<file path="src/rtl/bird_cpu_p.sv">
// rtl/bird_cpu_p.sv - parametrised multi-cycle bird register CPU with ready/request memory port
//
// Eight DATA_W registers (R7 = SP), Z/C flags, one shared instruction/data
// memory port with wait states. Instructions are the low 16 bits of a word.
//
// Opcode map (ir[15:12]):
//   0 NOP   1 LDI   2 LD    3 ST    4 JZ    5 JMP   6 JC    7 ALU
//   8 PUSH  9 POP   A CALL  B RET   C/D/E NOP   F HALT
//
// Ports:
//   clk        in   rising-edge clock
//   rst_n      in   asynchronous active-low reset
//   mem_rdata  in   read data, valid in the cycle mem_rdy=1
//   mem_rdy    in   current access completes this cycle
//   mem_addr   out  access address
//   mem_wdata  out  write data
//   mem_req    out  access request
//   mem_we     out  write strobe, qualified by mem_req
//   halted     out  core has executed HALT

module bird_cpu_p #(
   parameter int DATA_W = 16,
   parameter int ADDR_W = 12,
   parameter logic [ADDR_W-1:0] RESET_PC = '0,
   parameter logic [DATA_W-1:0] RESET_SP = DATA_W'({ADDR_W{1'b1}})
) (
   input  logic              clk,
   input  logic              rst_n,
   input  logic [DATA_W-1:0] mem_rdata,
   input  logic              mem_rdy,
   output logic [ADDR_W-1:0] mem_addr,
   output logic [DATA_W-1:0] mem_wdata,
   output logic              mem_req,
   output logic              mem_we,
   output logic              halted
);

   localparam logic [3:0] S_FETCH  = 4'd0;
   localparam logic [3:0] S_DECODE = 4'd1;
   localparam logic [3:0] S_LDI    = 4'd2;
   localparam logic [3:0] S_LD     = 4'd3;
   localparam logic [3:0] S_ST     = 4'd4;
   localparam logic [3:0] S_JMP    = 4'd5;
   localparam logic [3:0] S_PUSH1  = 4'd6;
   localparam logic [3:0] S_PUSH2  = 4'd7;
   localparam logic [3:0] S_POP    = 4'd8;
   localparam logic [3:0] S_CALL1  = 4'd9;
   localparam logic [3:0] S_CALL2  = 4'd10;
   localparam logic [3:0] S_CALL3  = 4'd11;
   localparam logic [3:0] S_RET    = 4'd12;
   localparam logic [3:0] S_HALT   = 4'd13;

   localparam logic [3:0] OP_LDI  = 4'h1;
   localparam logic [3:0] OP_LD   = 4'h2;
   localparam logic [3:0] OP_ST   = 4'h3;
   localparam logic [3:0] OP_JZ   = 4'h4;
   localparam logic [3:0] OP_JMP  = 4'h5;
   localparam logic [3:0] OP_JC   = 4'h6;
   localparam logic [3:0] OP_ALU  = 4'h7;
   localparam logic [3:0] OP_PUSH = 4'h8;
   localparam logic [3:0] OP_POP  = 4'h9;
   localparam logic [3:0] OP_CALL = 4'hA;
   localparam logic [3:0] OP_RET  = 4'hB;
   localparam logic [3:0] OP_HALT = 4'hF;

   localparam logic [ADDR_W-1:0] PC_ONE   = ADDR_W'(1);
   localparam logic [DATA_W-1:0] DATA_ONE = DATA_W'(1);

   logic [3:0]        state;
   logic [15:0]       ir;
   logic [ADDR_W-1:0] pc;
   logic [ADDR_W-1:0] tgt;
   logic [DATA_W-1:0] regs [0:7];
   logic              z;
   logic              c;

   logic [3:0] op;
   logic [2:0] f;
   logic [2:0] a;
   logic [2:0] b;
   logic [2:0] d;

   assign op = ir[15:12];
   assign f  = ir[11:9];
   assign a  = ir[8:6];
   assign b  = ir[5:3];
   assign d  = ir[2:0];

   logic [DATA_W-1:0] ra_val;
   logic [DATA_W-1:0] rb_val;
   logic [DATA_W-1:0] sp;

   assign ra_val = regs[a];
   assign rb_val = regs[b];
   assign sp     = regs[7];

   // ALU: result and next carry; carry defaults to "unchanged"
   logic [DATA_W-1:0] alu_res;
   logic              alu_c;

   always_comb begin
      alu_res = '0;
      alu_c   = c;
      case (f)
         3'd0: {alu_c, alu_res} = {1'b0, ra_val} + {1'b0, rb_val};
         3'd1: begin
            alu_res = ra_val - rb_val;
            alu_c   = (ra_val < rb_val);
         end
         3'd2: alu_res = ra_val & rb_val;
         3'd3: alu_res = ra_val | rb_val;
         3'd4: alu_res = ra_val ^ rb_val;
         3'd5: begin
            alu_res = {ra_val[DATA_W-2:0], 1'b0};
            alu_c   = ra_val[DATA_W-1];
         end
         3'd6: begin
            alu_res = {1'b0, ra_val[DATA_W-1:1]};
            alu_c   = ra_val[0];
         end
         default: begin
            // unary group: the a field selects the operation, operand is Rb
            case (a)
               3'd0: alu_res = ~rb_val;
               3'd1: alu_res = rb_val;
               3'd2: {alu_c, alu_res} = {1'b0, rb_val} + {1'b0, DATA_ONE};
               3'd3: begin
                  alu_res = rb_val - DATA_ONE;
                  alu_c   = (rb_val == '0);
               end
               default: alu_res = '0;
            endcase
         end
      endcase
   end

   // Memory port is a pure function of state and registers, so it stays
   // stable across wait states without extra holding registers.
   logic mem_state;

   always_comb begin
      mem_state = 1'b0;
      mem_addr  = pc;
      mem_wdata = '0;
      mem_we    = 1'b0;
      case (state)
         S_FETCH, S_LDI, S_JMP, S_CALL1: begin
            mem_state = 1'b1;
            mem_addr  = pc;
         end
         S_LD: begin
            mem_state = 1'b1;
            mem_addr  = ADDR_W'(rb_val);
         end
         S_ST: begin
            mem_state = 1'b1;
            mem_addr  = ADDR_W'(rb_val);
            mem_wdata = ra_val;
            mem_we    = 1'b1;
         end
         S_PUSH2: begin
            mem_state = 1'b1;
            mem_addr  = ADDR_W'(sp);
            mem_wdata = ra_val;
            mem_we    = 1'b1;
         end
         S_CALL3: begin
            mem_state = 1'b1;
            mem_addr  = ADDR_W'(sp);
            mem_wdata = DATA_W'(pc);
            mem_we    = 1'b1;
         end
         S_POP, S_RET: begin
            mem_state = 1'b1;
            mem_addr  = ADDR_W'(sp);
         end
         default: begin
            mem_state = 1'b0;
         end
      endcase
   end

   // Gating with rst_n drops the request the moment reset is asserted,
   // even in the middle of a stalled access.
   assign mem_req = mem_state & rst_n;
   assign halted  = (state == S_HALT);

   always_ff @(posedge clk or negedge rst_n) begin
      if (!rst_n) begin
         state <= S_FETCH;
         pc    <= RESET_PC;
         ir    <= '0;
         tgt   <= '0;
         z     <= 1'b0;
         c     <= 1'b0;
         for (int i = 0; i < 7; i++) begin
            regs[i] <= '0;
         end
         regs[7] <= RESET_SP;
      end else begin
         case (state)
            S_FETCH: begin
               if (mem_rdy) begin
                  ir    <= mem_rdata[15:0];
                  pc    <= pc + PC_ONE;
                  state <= S_DECODE;
               end
            end
            S_DECODE: begin
               case (op)
                  OP_ALU: begin
                     regs[d] <= alu_res;
                     z       <= (alu_res == '0);
                     c       <= alu_c;
                     state   <= S_FETCH;
                  end
                  OP_JZ, OP_JC: begin
                     // not taken: step over the operand word
                     if ((op == OP_JZ) ? z : c) begin
                        state <= S_JMP;
                     end else begin
                        pc    <= pc + PC_ONE;
                        state <= S_FETCH;
                     end
                  end
                  OP_JMP:  state <= S_JMP;
                  OP_LDI:  state <= S_LDI;
                  OP_LD:   state <= S_LD;
                  OP_ST:   state <= S_ST;
                  OP_PUSH: state <= S_PUSH1;
                  OP_POP:  state <= S_POP;
                  OP_CALL: state <= S_CALL1;
                  OP_RET:  state <= S_RET;
                  OP_HALT: state <= S_HALT;
                  default: state <= S_FETCH;
               endcase
            end
            S_LDI: begin
               if (mem_rdy) begin
                  regs[d] <= mem_rdata;
                  pc      <= pc + PC_ONE;
                  state   <= S_FETCH;
               end
            end
            S_LD: begin
               if (mem_rdy) begin
                  regs[d] <= mem_rdata;
                  state   <= S_FETCH;
               end
            end
            S_ST: begin
               if (mem_rdy) begin
                  state <= S_FETCH;
               end
            end
            S_JMP: begin
               if (mem_rdy) begin
                  pc    <= ADDR_W'(mem_rdata);
                  state <= S_FETCH;
               end
            end
            S_PUSH1: begin
               regs[7] <= sp - DATA_ONE;
               state   <= S_PUSH2;
            end
            S_PUSH2: begin
               if (mem_rdy) begin
                  state <= S_FETCH;
               end
            end
            S_POP: begin
               if (mem_rdy) begin
                  // second assignment wins when d selects R7
                  regs[7] <= sp + DATA_ONE;
                  regs[d] <= mem_rdata;
                  state   <= S_FETCH;
               end
            end
            S_CALL1: begin
               if (mem_rdy) begin
                  tgt   <= ADDR_W'(mem_rdata);
                  pc    <= pc + PC_ONE;
                  state <= S_CALL2;
               end
            end
            S_CALL2: begin
               regs[7] <= sp - DATA_ONE;
               state   <= S_CALL3;
            end
            S_CALL3: begin
               if (mem_rdy) begin
                  pc    <= tgt;
                  state <= S_FETCH;
               end
            end
            S_RET: begin
               if (mem_rdy) begin
                  pc      <= ADDR_W'(mem_rdata);
                  regs[7] <= sp + DATA_ONE;
                  state   <= S_FETCH;
               end
            end
            S_HALT: begin
               state <= S_HALT;
            end
            default: begin
               state <= S_FETCH;
            end
         endcase
      end
   end

endmodule

</file>
<file path="config.mk">
export PLATFORM = sky130hd
export DESIGN_NAME = bird_cpu_p
export DESIGN_NICKNAME = d
export VERILOG_FILES = /design/src/rtl/bird_cpu_p.sv
export SDC_FILE = /design/constraint.sdc
export NUM_CORES = 1
export LEC_CHECK = 0
export ABC_AREA = 0
export BUFFER_PORTS_ARGS = -buffer_cell sky130_fd_sc_hd__buf_4
export CAP_MARGIN = 20
export CORE_MARGIN = 2
export CORE_UTILIZATION = 50
export CTS_CLUSTER_SIZE = 12
export DETAILED_ROUTE_END_ITERATION = 8
export PLACE_DENSITY_LB_ADDON = 0.15
export SYNTH_ARGS = -nofsm -noshare
export SYNTH_HDL_FRONTEND = slang
export SYNTH_SLANG_ARGS = --single-unit
</file>
<file path="constraint.sdc">
create_clock -name clk -period 6.6 [get_ports clk]
set_clock_uncertainty 0.15 [all_clocks]
set_input_delay 0.66 -clock clk [delete_from_list [all_inputs] [get_ports clk]]
set_output_delay 0.66 -clock clk [all_outputs]
set_load 0.02 [all_outputs]
</file>
==> reports/results.tsv <==
stage	metric	value	unit
sta	maximum clock rate	0.168	GHz
critical_path	Crit. path cell count	14	
clock_network	Post-CTS Setup Repair Bufs	0	
yosys	sequential cell area fraction in the yosys report	0.289	
sta	actual transition at the worst max-transition pin	1210	ps
routing	met1 wire length	24200	um
clock_network	register clock-pin slew on the reported worst setup and hold paths	70	ps
global_route	grt ovf	0	
routing	final routed DRC violation total	0	
critical_path	highest fanout seen on the critical path	66	
critical_path	Critical Path Source Type	flip-flop	
global_route	global-route wire length before repair	89000	um
routing	highest layer used for signal routing	met4	
critical_path	Reg2Reg Depth	14	
finish	layout overhead on the synthesized area	9.42	%
sta	worst path setup slack after routing	633	ps
yosys	dominant register cell in the synthesized netlist	sky130_fd_sc_hd__dfrtp_1	
clock_network	number of resized instances in the post-cts repair step	0	
sta	worst slew margin relative to its limit	0.174	
finish	Net count, final	1883	
routing	via density per instance	6.86	
critical_path	Largest stage delay, worst path	980	ps
clock_network	clock network latency to the later pin of the worst-skew pair	480	ps
sta	setup repair after global routing missed its margin	no	
yosys	synthesized netlist net count	1890	
critical_path	critical-path cell list	buf_4 -> mux2_2 -> o22ai_1 -> or2_2 -> ha_1 -> a221o_1 -> a2bb2oi_1 -> o41ai_1 -> o31a_1 -> o31ai_1 -> xnor2_1 -> o211ai_1 -> mux2i_1 -> o21ai_1	
sta	shortest clock period the worst path allows after layout	5970	ps
critical_path	Worst Path Required	6830	ps
yosys	EDFF count, synth	0	
sta	crit share post-route	0.904	
yosys	Post-Syn Area per Cell	8.34	um^2
global_route	total global-route track usage	0.378	
sta	Final Hold Viols	0	
yosys	number of warnings printed during yosys synthesis	0	
critical_path	CP Data Arrival Time	6200	ps
yosys	Post-synth ARST share	1.00	
job	number of max-cap violations	0	
finish	final standard cell utilization of the core	0.557	
routing	1st-pass router iterations	9	
routing	total vias in the final route	15200	
global_route	number of antenna violations at the first check in global routing	0	
critical_path	kind of critical path	flip-flop to flip-flop	
critical_path	CP Buf/Inv Count	1	
sta	Final Max Tran Viols	0	
place	dpl hpwl	44000	um
yosys	Synth Instances	1814	
critical_path	critical path capture point type	flip-flop	
hold_path	worst min-delay path class	primary input to asynchronous set/reset pin	
sta	count of final setup violators	0	
floorplan	number of primary I/O pins	50	
routing	DR WL met3	5410	um
status	result of the run	completed	
finish	final antenna diode count	0	
sta	Post-Route Hold Slack	47.7	ps
clock_network	CTS Sinks	174	
sta	Setup Total Neg Slack	0	ps
routing	routed wire length per instance	26.6	um
global_route	pin count of the biggest net entering global routing	67	
floorplan	die span in x	178	um
yosys	register bit count reported by yosys	174	
floorplan	area of the die	31700	um^2
routing	met2 wire length	25700	um
floorplan	effective utilization at floorplan	0.509	
clock_network	# H-tree levels	4	
clock_network	number of buffers added by the clock tree synthesis step	17	
routing	DRT Wirelength	58800	um
finish	filler instances	2787	
global_route	vias in the first global route	14100	
floorplan	floorplan die height	178	um
routing	residual antenna-violating net count after detailed routing	0	
clock_network	root buffer cell	sky130_fd_sc_hd__clkbuf_16	
place	gpl congestion	1.00	
place	count of buffers inserted at the top-level ports	49	
clock_network	CTS tree	done	
critical_path	CP top delay family	compound AO/OA/AOI/OAI gates	
yosys	area of the mapped netlist	15100	um^2
yosys	Unique masters post-synth	84	
clock_network	Bufs on Longest Clock Path	2	
floorplan	core region area	29700	um^2
routing	number of violations reported at the end of detailed-routing iteration 0	2057	
floorplan	number of rows in the core area	63	
place	worst slack, placed	900	ps
critical_path	slowest library cell on the worst path	sky130_fd_sc_hd__dfrtp_4	
finish	fraction of final layout cells sized beyond drive strength 1	0.155	
clock_network	Post-CTS Hold Buffers	0	
placed cells by master (no fill, tap or decap), drive strengths merged, types with 9 or more instances in the layout:
master,instances
nand2,246
o21ai,215
dfrtp,162
nor2,138
buf,105
a21oi,87
inv,75
mux2i,61
mux2,57
ha,55
mux4,52
nand3,50
nor3,43
o22ai,32
o31ai,28
a221oi,24
xnor2,21
a31oi,21
nor2b,19
a221o,19
nand2b,17
clkbuf,17
nand4,16
a211oi,15
o211ai,15
xor2,15
o21a,12
dfstp,12
and2,11
and3,11
nor4,11
nor3b,10
o2111ai,9
a22oi,9
or3,9
worst reg2reg max path, cell delays in order (launching register included):
cell and delay [ps]:
sky130_fd_sc_hd__dfrtp_4 980, sky130_fd_sc_hd__buf_4 420, sky130_fd_sc_hd__mux2_2 380, sky130_fd_sc_hd__o22ai_1 280, sky130_fd_sc_hd__or2_2 260, sky130_fd_sc_hd__ha_1 400
sky130_fd_sc_hd__a221o_1 390, sky130_fd_sc_hd__a2bb2oi_1 240, sky130_fd_sc_hd__o41ai_1 140, sky130_fd_sc_hd__o31a_1 300, sky130_fd_sc_hd__o31ai_1 400, sky130_fd_sc_hd__xnor2_1 130
sky130_fd_sc_hd__o211ai_1 680, sky130_fd_sc_hd__mux2i_1 480, sky130_fd_sc_hd__o21ai_1 250
logic make-up after synthesis:
logic type / Yosys count / share of synthesized area
compound gates: 566 / 0.240
xor+xnor: 36 / 0.0208
fa+ha+maj: 57 / 0.0481
buf+inv: 202 / 0.0549
flops: 174 / 0.289
mux: 170 / 0.161
simple gates: 609 / 0.186
final timing paths:
check | slack (ps) | to | startpoint
hold reg to reg | 360 | flip-flop | flip-flop
hold / removal | 50 | asynchronous set/reset pin | rst_n
max in group asynchronous | 4830 | ir[5] | rst_n
setup reg to reg | 630 | flip-flop | ir[5]
min in group clk | 300 | ir[14] | mem_rdata[14]
setup / recovery | 630 | flip-flop | ir[5]
cell type report:
| type | count | area [um^2] | area share |
|---|---|---|---|
| clock buffers | 17 | 425 | 0.0257 |
| clock inverters | 15 | 200 | 0.0121 |
| inverters | 71 | 267 | 0.0161 |
| multi-input cells | 1438 | 9930 | 0.600 |
| flip-flops and latches | 174 | 4380 | 0.264 |
| well taps | 390 | 488 | 0.0295 |
| repair buffers | 105 | 870 | 0.0525 |
Yosys cell counts (8+ instances only):
library cell                  n  share of area
sky130_fd_sc_hd__a31oi_1     20         0.0083
sky130_fd_sc_hd__buf_1       11         0.0027
sky130_fd_sc_hd__o221ai_1     8         0.0046
sky130_fd_sc_hd__mux2i_1     60          0.040
sky130_fd_sc_hd__and3_1      11         0.0045
sky130_fd_sc_hd__nor2b_1     19         0.0079
sky130_fd_sc_hd__a221o_1     19          0.013
sky130_fd_sc_hd__nand3_1     50          0.017
sky130_fd_sc_hd__nand2_1    246          0.061
sky130_fd_sc_hd__dfrtp_1    162           0.27
sky130_fd_sc_hd__mux2_2      55          0.041
sky130_fd_sc_hd__inv_1       67          0.017
sky130_fd_sc_hd__a221oi_1    24          0.014
sky130_fd_sc_hd__clkbuf_1    96          0.024
sky130_fd_sc_hd__nor2_1     138          0.034
sky130_fd_sc_hd__mux4_2      52          0.077
sky130_fd_sc_hd__nand4_1     15         0.0062
sky130_fd_sc_hd__and2_1      11         0.0045
sky130_fd_sc_hd__dfstp_2     12          0.021
sky130_fd_sc_hd__o21a_1      12         0.0060
sky130_fd_sc_hd__nor4_1      11         0.0045
sky130_fd_sc_hd__a211oi_1    15         0.0074
sky130_fd_sc_hd__o31ai_1     28          0.014
sky130_fd_sc_hd__buf_2       16         0.0053
sky130_fd_sc_hd__xnor2_1     21          0.012
sky130_fd_sc_hd__nand2b_1    17         0.0070
sky130_fd_sc_hd__o211ai_1    15         0.0074
sky130_fd_sc_hd__a21oi_1     87          0.029
sky130_fd_sc_hd__a22oi_1      9         0.0045
sky130_fd_sc_hd__o22ai_1     32          0.013
sky130_fd_sc_hd__xor2_1      15         0.0087
sky130_fd_sc_hd__o21ai_0    204          0.067
sky130_fd_sc_hd__o2111ai_1    9         0.0052
sky130_fd_sc_hd__o21ai_1     11         0.0036
sky130_fd_sc_hd__or3_1        9         0.0037
sky130_fd_sc_hd__nor3_1      43          0.014
sky130_fd_sc_hd__ha_1        55          0.045
sky130_fd_sc_hd__nor3b_1     10         0.0050
per-stage QoR:
stage / instance area [um^2] / cells
6_report: 16600 / 2210
5_1_grt: 16600 / 2210
4_1_cts: 16500 / 2207
3_5_place_dp: 15900 / 2175
3_3_place_gp: 15800 / 2173
2_1_floorplan: 15100 / 1814
routing by layer:
layer  vias up  track usage
met5         -            0
met1      7409        0.512
met3       193       0.0810
met2       847        0.569
li1       6720            -
met4         0        0.194
Power is not shown: default switching activity piles up to over one toggle a cycle in this logic, so the estimate is an artifact.
